$ cat src/rtl/uart_rx_param.sv
// Parametrised UART receiver: 2-flop input synchroniser, 3-sample majority voting,
// optional parity, 1/2 stop bits, with parity/framing/break status per received word.
module uart_rx_param #(
  parameter int DBIT       = 8,
  parameter int OVERSAMPLE = 16,
  parameter int PARITY_EN  = 0,
  parameter int PARITY_ODD = 0,
  parameter int STOP_BITS  = 1
) (
  input  logic            clk,
  input  logic            reset,
  input  logic            s_tick,
  input  logic            rx,
  output logic [DBIT-1:0] dout,
  output logic            rx_done_tick,
  output logic            parity_err,
  output logic            frame_err,
  output logic            break_det,
  output logic            busy,
  output logic [2:0]      dbg_state
);

  localparam int H  = OVERSAMPLE / 2;
  localparam int SW = $clog2(OVERSAMPLE);
  localparam int NW = $clog2(DBIT);

  localparam logic [SW-1:0] S_SMP0  = SW'(H - 1);
  localparam logic [SW-1:0] S_SMP1  = SW'(H);
  localparam logic [SW-1:0] S_DEC   = SW'(H + 1);
  localparam logic [SW-1:0] S_LAST  = SW'(OVERSAMPLE - 1);
  localparam logic [NW-1:0] N_LAST  = NW'(DBIT - 1);
  localparam logic [NW-1:0] N_SLAST = NW'(STOP_BITS - 1);
  localparam logic          HAS_PAR = (PARITY_EN != 0);
  localparam logic          PAR_ODD = (PARITY_ODD != 0);

  typedef enum logic [2:0] {
    IDLE   = 3'd0,
    START  = 3'd1,
    DATA   = 3'd2,
    PARITY = 3'd3,
    STOP   = 3'd4
  } state_t;

  state_t          state_q, state_d;
  logic            rx_meta, rx_s;
  logic [SW-1:0]   s_q, s_d;
  logic [NW-1:0]   n_q, n_d;
  logic [DBIT-1:0] b_q, b_d;
  logic [1:0]      smp_q, smp_d;
  logic            psmp_q, psmp_d;
  logic            perr_q, perr_d;
  logic            stop_lo_q, stop_lo_d;
  logic            stop_hi_q, stop_hi_d;
  logic            done_d;
  logic            brk_d;
  logic            maj;
  logic            at_dec, at_last;

  // Line idles high, so the synchroniser resets to 1 to avoid a false start after reset.
  always_ff @(posedge clk or negedge reset) begin
    if (!reset) begin
      rx_meta <= 1'b1;
      rx_s    <= 1'b1;
    end else begin
      rx_meta <= rx;
      rx_s    <= rx_meta;
    end
  end

  assign maj     = (smp_q[0] & smp_q[1]) | (smp_q[0] & rx_s) | (smp_q[1] & rx_s);
  assign at_dec  = (s_q == S_DEC);
  assign at_last = (s_q == S_LAST);

  always_ff @(posedge clk or negedge reset) begin
    if (!reset) state_q <= IDLE;
    else        state_q <= state_d;
  end

  always_comb begin
    state_d   = state_q;
    s_d       = s_q;
    n_d       = n_q;
    b_d       = b_q;
    smp_d     = smp_q;
    psmp_d    = psmp_q;
    perr_d    = perr_q;
    stop_lo_d = stop_lo_q;
    stop_hi_d = stop_hi_q;
    done_d    = 1'b0;
    if (state_q == IDLE) begin
      // Start detection needs no tick, so a low line after a break restarts at once.
      if (!rx_s) begin
        state_d   = START;
        s_d       = '0;
        n_d       = '0;
        b_d       = '0;
        psmp_d    = 1'b0;
        perr_d    = 1'b0;
        stop_lo_d = 1'b0;
        stop_hi_d = 1'b0;
      end
    end else if (s_tick) begin
      s_d = at_last ? '0 : s_q + 1'b1;
      if (s_q == S_SMP0) smp_d[0] = rx_s;
      if (s_q == S_SMP1) smp_d[1] = rx_s;
      case (state_q)
        START: begin
          if (at_dec && maj) state_d = IDLE;
          else if (at_last)  state_d = DATA;
        end
        DATA: begin
          if (at_dec) b_d = {maj, b_q[DBIT-1:1]};
          if (at_last) begin
            if (n_q == N_LAST) begin
              n_d     = '0;
              state_d = HAS_PAR ? PARITY : STOP;
            end else begin
              n_d = n_q + 1'b1;
            end
          end
        end
        PARITY: begin
          if (at_dec) begin
            psmp_d = maj;
            perr_d = maj ^ (^b_q) ^ PAR_ODD;
          end
          if (at_last) state_d = STOP;
        end
        STOP: begin
          if (at_dec) begin
            stop_lo_d = stop_lo_q | ~maj;
            stop_hi_d = stop_hi_q | maj;
            if (n_q == N_SLAST) begin
              done_d  = 1'b1;
              state_d = IDLE;
            end
          end else if (at_last) begin
            n_d = n_q + 1'b1;
          end
        end
        default: state_d = IDLE;
      endcase
    end
  end

  assign brk_d = (b_q == '0) & ~psmp_q & ~stop_hi_d;

  always_ff @(posedge clk or negedge reset) begin
    if (!reset) begin
      s_q          <= '0;
      n_q          <= '0;
      b_q          <= '0;
      smp_q        <= '0;
      psmp_q       <= 1'b0;
      perr_q       <= 1'b0;
      stop_lo_q    <= 1'b0;
      stop_hi_q    <= 1'b0;
      dout         <= '0;
      rx_done_tick <= 1'b0;
      parity_err   <= 1'b0;
      frame_err    <= 1'b0;
      break_det    <= 1'b0;
    end else begin
      s_q          <= s_d;
      n_q          <= n_d;
      b_q          <= b_d;
      smp_q        <= smp_d;
      psmp_q       <= psmp_d;
      perr_q       <= perr_d;
      stop_lo_q    <= stop_lo_d;
      stop_hi_q    <= stop_hi_d;
      rx_done_tick <= done_d;
      if (done_d) begin
        dout       <= b_q;
        parity_err <= perr_q & HAS_PAR;
        frame_err  <= stop_lo_d;
        break_det  <= brk_d;
      end
    end
  end

  assign busy      = (state_q != IDLE);
  assign dbg_state = state_q;

endmodule
$ cat config.mk
export PLATFORM = sky130hd
export DESIGN_NAME = uart_rx_param
export DESIGN_NICKNAME = d
export VERILOG_FILES = /design/src/rtl/uart_rx_param.sv
export SDC_FILE = /design/constraint.sdc
export NUM_CORES = 1
export LEC_CHECK = 0
export ABC_CLOCK_PERIOD_IN_PS = 2000
export CORE_ASPECT_RATIO = 1.4
export CORE_MARGIN = 2
export CORE_UTILIZATION = 44
export CTS_BUF_LIST = sky130_fd_sc_hd__clkbuf_16
export CTS_CLUSTER_DIAMETER = 80
export DETAILED_ROUTE_END_ITERATION = 7
export DONT_BUFFER_PORTS = 1
export PLACE_DENSITY = 0.69
export SYNTH_ARGS = -nofsm -noshare
export SYNTH_HDL_FRONTEND = slang
export SYNTH_SLANG_ARGS = --single-unit
$ cat constraint.sdc
create_clock -name clk -period 2 [get_ports clk]
set_input_delay 0.4 -clock clk [delete_from_list [all_inputs] [get_ports clk]]
set_output_delay 0.4 -clock clk [all_outputs]
set_load 0.01 [all_outputs]
Word level (Yosys, flattened, before mapping):

Cells that the tools add are included.

* register bits after elaboration: 36
* bits of input ports: 4
* output and inout bits: 16
* logic and storage cells: 113

* $add $sub $neg: 2
* equal/unequal tests: 18
* muxes and demuxes: 48
* bitwise operators: 13
* reductions and logical operators: 17

Operator list (number)
* 3-bit 2-to-1 mux: 17
* 8-bit 2-to-1 mux: 5
* 3-bit != test (second input constant): 7
* 1-bit 2-to-1 mux: 20
* 4-bit 2-to-1 mux: 4
* 4-bit == test (second input constant): 3
* 3-bit one-hot mux with 4 select lines: 1
* 8-bit zero test: 1
* 4-bit AND reduction: 2
* 8-bit AND reduction: 1
* 2-bit nonzero test: 4
* 3-bit by 2-bit == test with 1-bit output (second input constant): 2
* 3-bit == test (second input constant): 2
* 3-bit zero test: 2
* 3-bit one-hot mux with 2 select lines: 1
* 3-bit AND reduction: 2
* 6-bit AND reduction: 1
* 3-bit nonzero test: 2
* 1-bit bitwise AND: 5
* 4-bit by 1-bit adder with 4-bit output (second input constant): 1
* 4-bit by 3-bit == test with 1-bit output (second input constant): 1
* 4-bit != test (second input constant): 1
* 1-bit inverter: 4
* 1-bit OR: 4
* other kinds (5): 5

Longest topological paths before layout:

* depth in word-level cells: 10
* depth in mapped cells: 7

Worst setup path after synthesis:

Ideal clock, no wire load.

* kind: reg-to-reg
* from: reg s_q[1]
* to: reg break_det
* data arrival time: 1.637 ns
* data required time: 1.875 ns
* path slack: 0.238 ns
* cell stages (with the launch flop): 8
* path buffers: 1
* cells stage by stage: dfrtp_1 -> inv_1 -> ha_1 -> and3b_1 -> and3_4 -> and4b_4 -> buf_12 -> mux2_4

* elaborated cells between the ends (all ways): 11
* those cells by class: 1 x eq/ne; 8 x mux; 2 x bitwise

RTL lines
* start, declared: RTL line 46 `logic [SW-1:0] s_q, s_d;`
* start signal, assigned: RTL line 150 `s_q <= '0;`
* start signal, assigned: RTL line 164 `s_q <= s_d;`
* 4-bit == test: RTL line 71 `assign at_dec = (s_q == S_DEC);`
* 1-bit 2-to-1 mux: RTL line 130 `if (at_dec) begin`
* 1-bit 2-to-1 mux: RTL line 106 `case (state_q)`
* 1-bit 2-to-1 mux: RTL line 102 `end else if (s_tick) begin`
* 1-bit 2-to-1 mux: RTL line 90 `if (state_q == IDLE) begin`
* named net done_d: RTL line 54 `logic done_d;`
* end signal, assigned: RTL line 177 `break_det <= brk_d;`
* end, declared: RTL line 18 `output logic break_det,`

The timed path passes the listed nets, and every way through them passes these cells.
A chain may end at the register's enable or synchronous reset.

Final worst setup path:

* from: reg s_q[1]
* to: reg dout[1]

* word-level cells in the longest chain between the ends: 5

Ends and longest elaborated chain
* 4-bit == test: RTL line 71
* 1-bit 2-to-1 mux: RTL line 130
* 1-bit 2-to-1 mux: RTL line 106
* 1-bit 2-to-1 mux: RTL line 102
* 1-bit 2-to-1 mux: RTL line 90
* end signal, assigned: RTL line 174 `dout <= b_q;`
* end, declared: RTL line 14 `output logic [DBIT-1:0] dout,`

No other way between the ends.

==> results.json <==
{
  "synth_top_cell_by_area": "dfrtp_1",
  "dp_hpwl_um": 2420,
  "dieWidth_um": 57.4,
  "num_antenna_cells": 0,
  "path_clk_slew_ns": 0.05,
  "first_pass_iters": 4,
  "synth_top_area_share": 0.484,
  "cts_buffers": 5,
  "placed_area_um2": 1810,
  "power.total_mw": 2.42,
  "r2r_start": "s_q[1]",
  "area_delta_synth_final_pct": 15.6,
  "async_flop_share": 1.00,
  "nFillCells": 323,
  "fin_setup_tns_ns": 0,
  "final-hold-violation-count": 0,
  "clk_latency_ns": 0.28,
  "avgSynthCellArea_um2": 11.7,
  "cts_buffer_depth": 2,
  "rsz0062_at_grt": "false",
  "synth-edff-count": 0,
  "wire_per_inst_um": 17.0,
  "syn_area_um2": 1760,
  "rows": 27,
  "fin_cells": 205,
  "ant_nets": 0,
  "antenna_found_initial": 0,
  "io_pins": 20,
  "crit_path_end_kind": "register",
  "crit_fanout": 4,
  "coreArea_um2": 3880,
  "grt_pass1_wl_um": 5990,
  "tritoncts": "built",
  "grt_usage": 0.177,
  "critPathRequiredTime_ns": 2.16,
  "dpl.cell_count": 193,
  "ir_drop_mv": 0.722,
  "synthCells": 150,
  "grt_max_degree": 37,
  "synthTopCellsByArea": "dfrtp_1, mux2_4, a22o_1, ha_1, dfstp_2",
  "drv_slew": 0,
  "ys_seq_area_frac": 0.514,
  "ys_ff_latch": 36,
  "r2r_cells": 7,
  "worstReg2RegEnd": "dout[1]",
  "fmax_mhz": 519,
  "post_cts_resized": 0,
  "r2r_slack_ns": 0.08,
  "die_h_um": 78.8,
  "syn_nets": 160,
  "grt_pass1_vias": 1235,
  "routed_wl_um": 3490,
  "setup.worst_path.start_class": "register",
  "routabilityCongestion": 0.746,
  "status": "completed",
  "skew_ns": 0.00590,
  "dieArea_um2": 4520,
  "drive_gt1_frac": 0.204,
  "p_leak_nw": 0.964,
  "ys.flop_type": "dfrtp_1",
  "cts_htree_levels": 2,
  "remaining_drc_errors": 0,
  "synthDistinctLibCells": 46,
  "root_buffer": "clkbuf_16",
  "start_util": 0.452,
  "port_buffers": 0,
  "min_period_over_period": 0.962,
  "cp_data_arrival_time_ns": 2.09,
  "fin_nets": 171,
  "holdCritPathClass": "in2reg",
  "vias": 1220,
  "first_iter_violations": 25,
  "min_to": "rx_meta",
  "overflow": 0,
  "whs_path_depth": 0,
  "synth_warnings": 0,
  "finalInstanceArea_um2": 2030,
  "via_per_inst": 5.95,
  "maxCapViolCount": 0,
  "whs_ns": 0.120,
  "period_needed_ns": 1.92,
  "critPathKind": "reg2reg",
  "clock_sinks": 36,
  "worstHoldStart": "rx",
  "finalSetupViolations": 0,
  "pwr_density_cell_nw_per_um2": 1190
}
[per-stage QoR]
stage | worst slack [ns] | utilization
after floorplan | 0.238 | -
after global placement | 0.125 | 0.466
after detailed placement | 0.0386 | 0.466
after CTS | 0.0364 | 0.516
after global routing | 0.0114 | 0.523
final | 0.0751 | 0.523
[cells in the mapped netlist (2+ instances only)]
library cell  number
a21o_1             2
a21oi_1            6
a22o_1            11
and3_1             3
buf_2              2
clkbuf_1           2
dfrtp_1           34
dfstp_2            2
ha_1               6
inv_1              8
mux2_2             2
mux2_4             8
mux2i_1            2
nand2_1            8
nand3_1            2
nand3b_1           2
nor2_1            10
nor3_2             2
nor4_1             2
o21ai_0            6
o221ai_1           2
o31ai_1            4
[state kept, by name (all words and copies together), names as in the netlist, 2 cells and up]
name and cells:
b_q 8, dbg_state 3, dout 8, n_q 3
s_q 4, smp_q 2
[cells in the final DEF (no fill, tap or decap), types with 3 or more instances in the layout]
cell	n
a21oi_1	6
a22o_1	11
and3_1	3
buf_4	7
clkbuf_16	5
dfrtp_1	34
ha_1	6
inv_1	8
mux2_4	8
nand2_1	8
nor2_1	10
o21ai_0	6
o31ai_1	4
[power by group]
| part | leakage [nW] | switching, mW | total, mW | internal (mW) |
|---|---|---|---|---|
| Combinational | 0.414 | 0.390 | 0.663 | 0.273 |
| Clock | 0.0789 | 0.276 | 0.854 | 0.578 |
| Sequential | 0.471 | 0.0762 | 0.899 | 0.823 |
| Total | 0.964 | 0.743 | 2.42 | 1.67 |
[worst max path at each step]
stage,start,to,slack (ns)
floorplan,s_q[1],break_det,0.24
global placement,s_q[1],dout[0],0.12
detailed placement,s_q[1],dout[0],0.04
CTS,s_q[1],dout[0],0.04
global route,s_q[1],dout[1],0.01
finish,s_q[1],dout[1],0.08
[metal layers]
| metal | track usage | share of wire | vias up |
|---|---|---|---|
| met5 | 0 | 0 | - |
| met4 | 0.105 | 0.028 | 0 |
| met3 | 0.0586 | 0.039 | 7 |
| met2 | 0.281 | 0.52 | 30 |
| met1 | 0.206 | 0.41 | 612 |
| li1 | - | - | 571 |
[what timing repair did]
action / in CTS / in global routing
hold buffers: 2 / 0
hold endpoints to repair: 36 / 0
buffers inserted: 0 / 2
endpoints found under the setup margin: 0 / 8
[layout make-up]
cell class | count | area, um2 | area share
Sequential cell | 36 | 903 | 0.445
Multi-Input combinational cell | 99 | 776 | 0.382
Clock buffer | 5 | 125 | 0.0616
Timing Repair Buffer | 10 | 103 | 0.0505
Tap cell | 43 | 53.8 | 0.0265
Clock inverter | 3 | 37.5 | 0.0185
Inverter | 9 | 33.8 | 0.0166
[critical path: stages, from the launching register on]
cell and delay [ns]:
dfrtp_1 0.41, inv_1 0.10, ha_1 0.13, and3b_1 0.25, and3_4 0.22, and4b_4 0.26, buf_4 0.15, mux2_4 0.29
[cells by family (layout without fill, tap and decap cells)]
logic type	after synthesis	in the layout	share of synthesized area
adders and majority gates	6	6	0.0427
and+or+nand+nor	39	39	0.128
muxes	13	13	0.0989
AOI/OAI and AO/OA	39	39	0.164
xor gates and xnor gates	1	1	0.00498
other	1	1	0.00213
DFF	36	36	0.514
buffers and inverters	15	27	0.0448
Power figures use the tool's default switching activity.
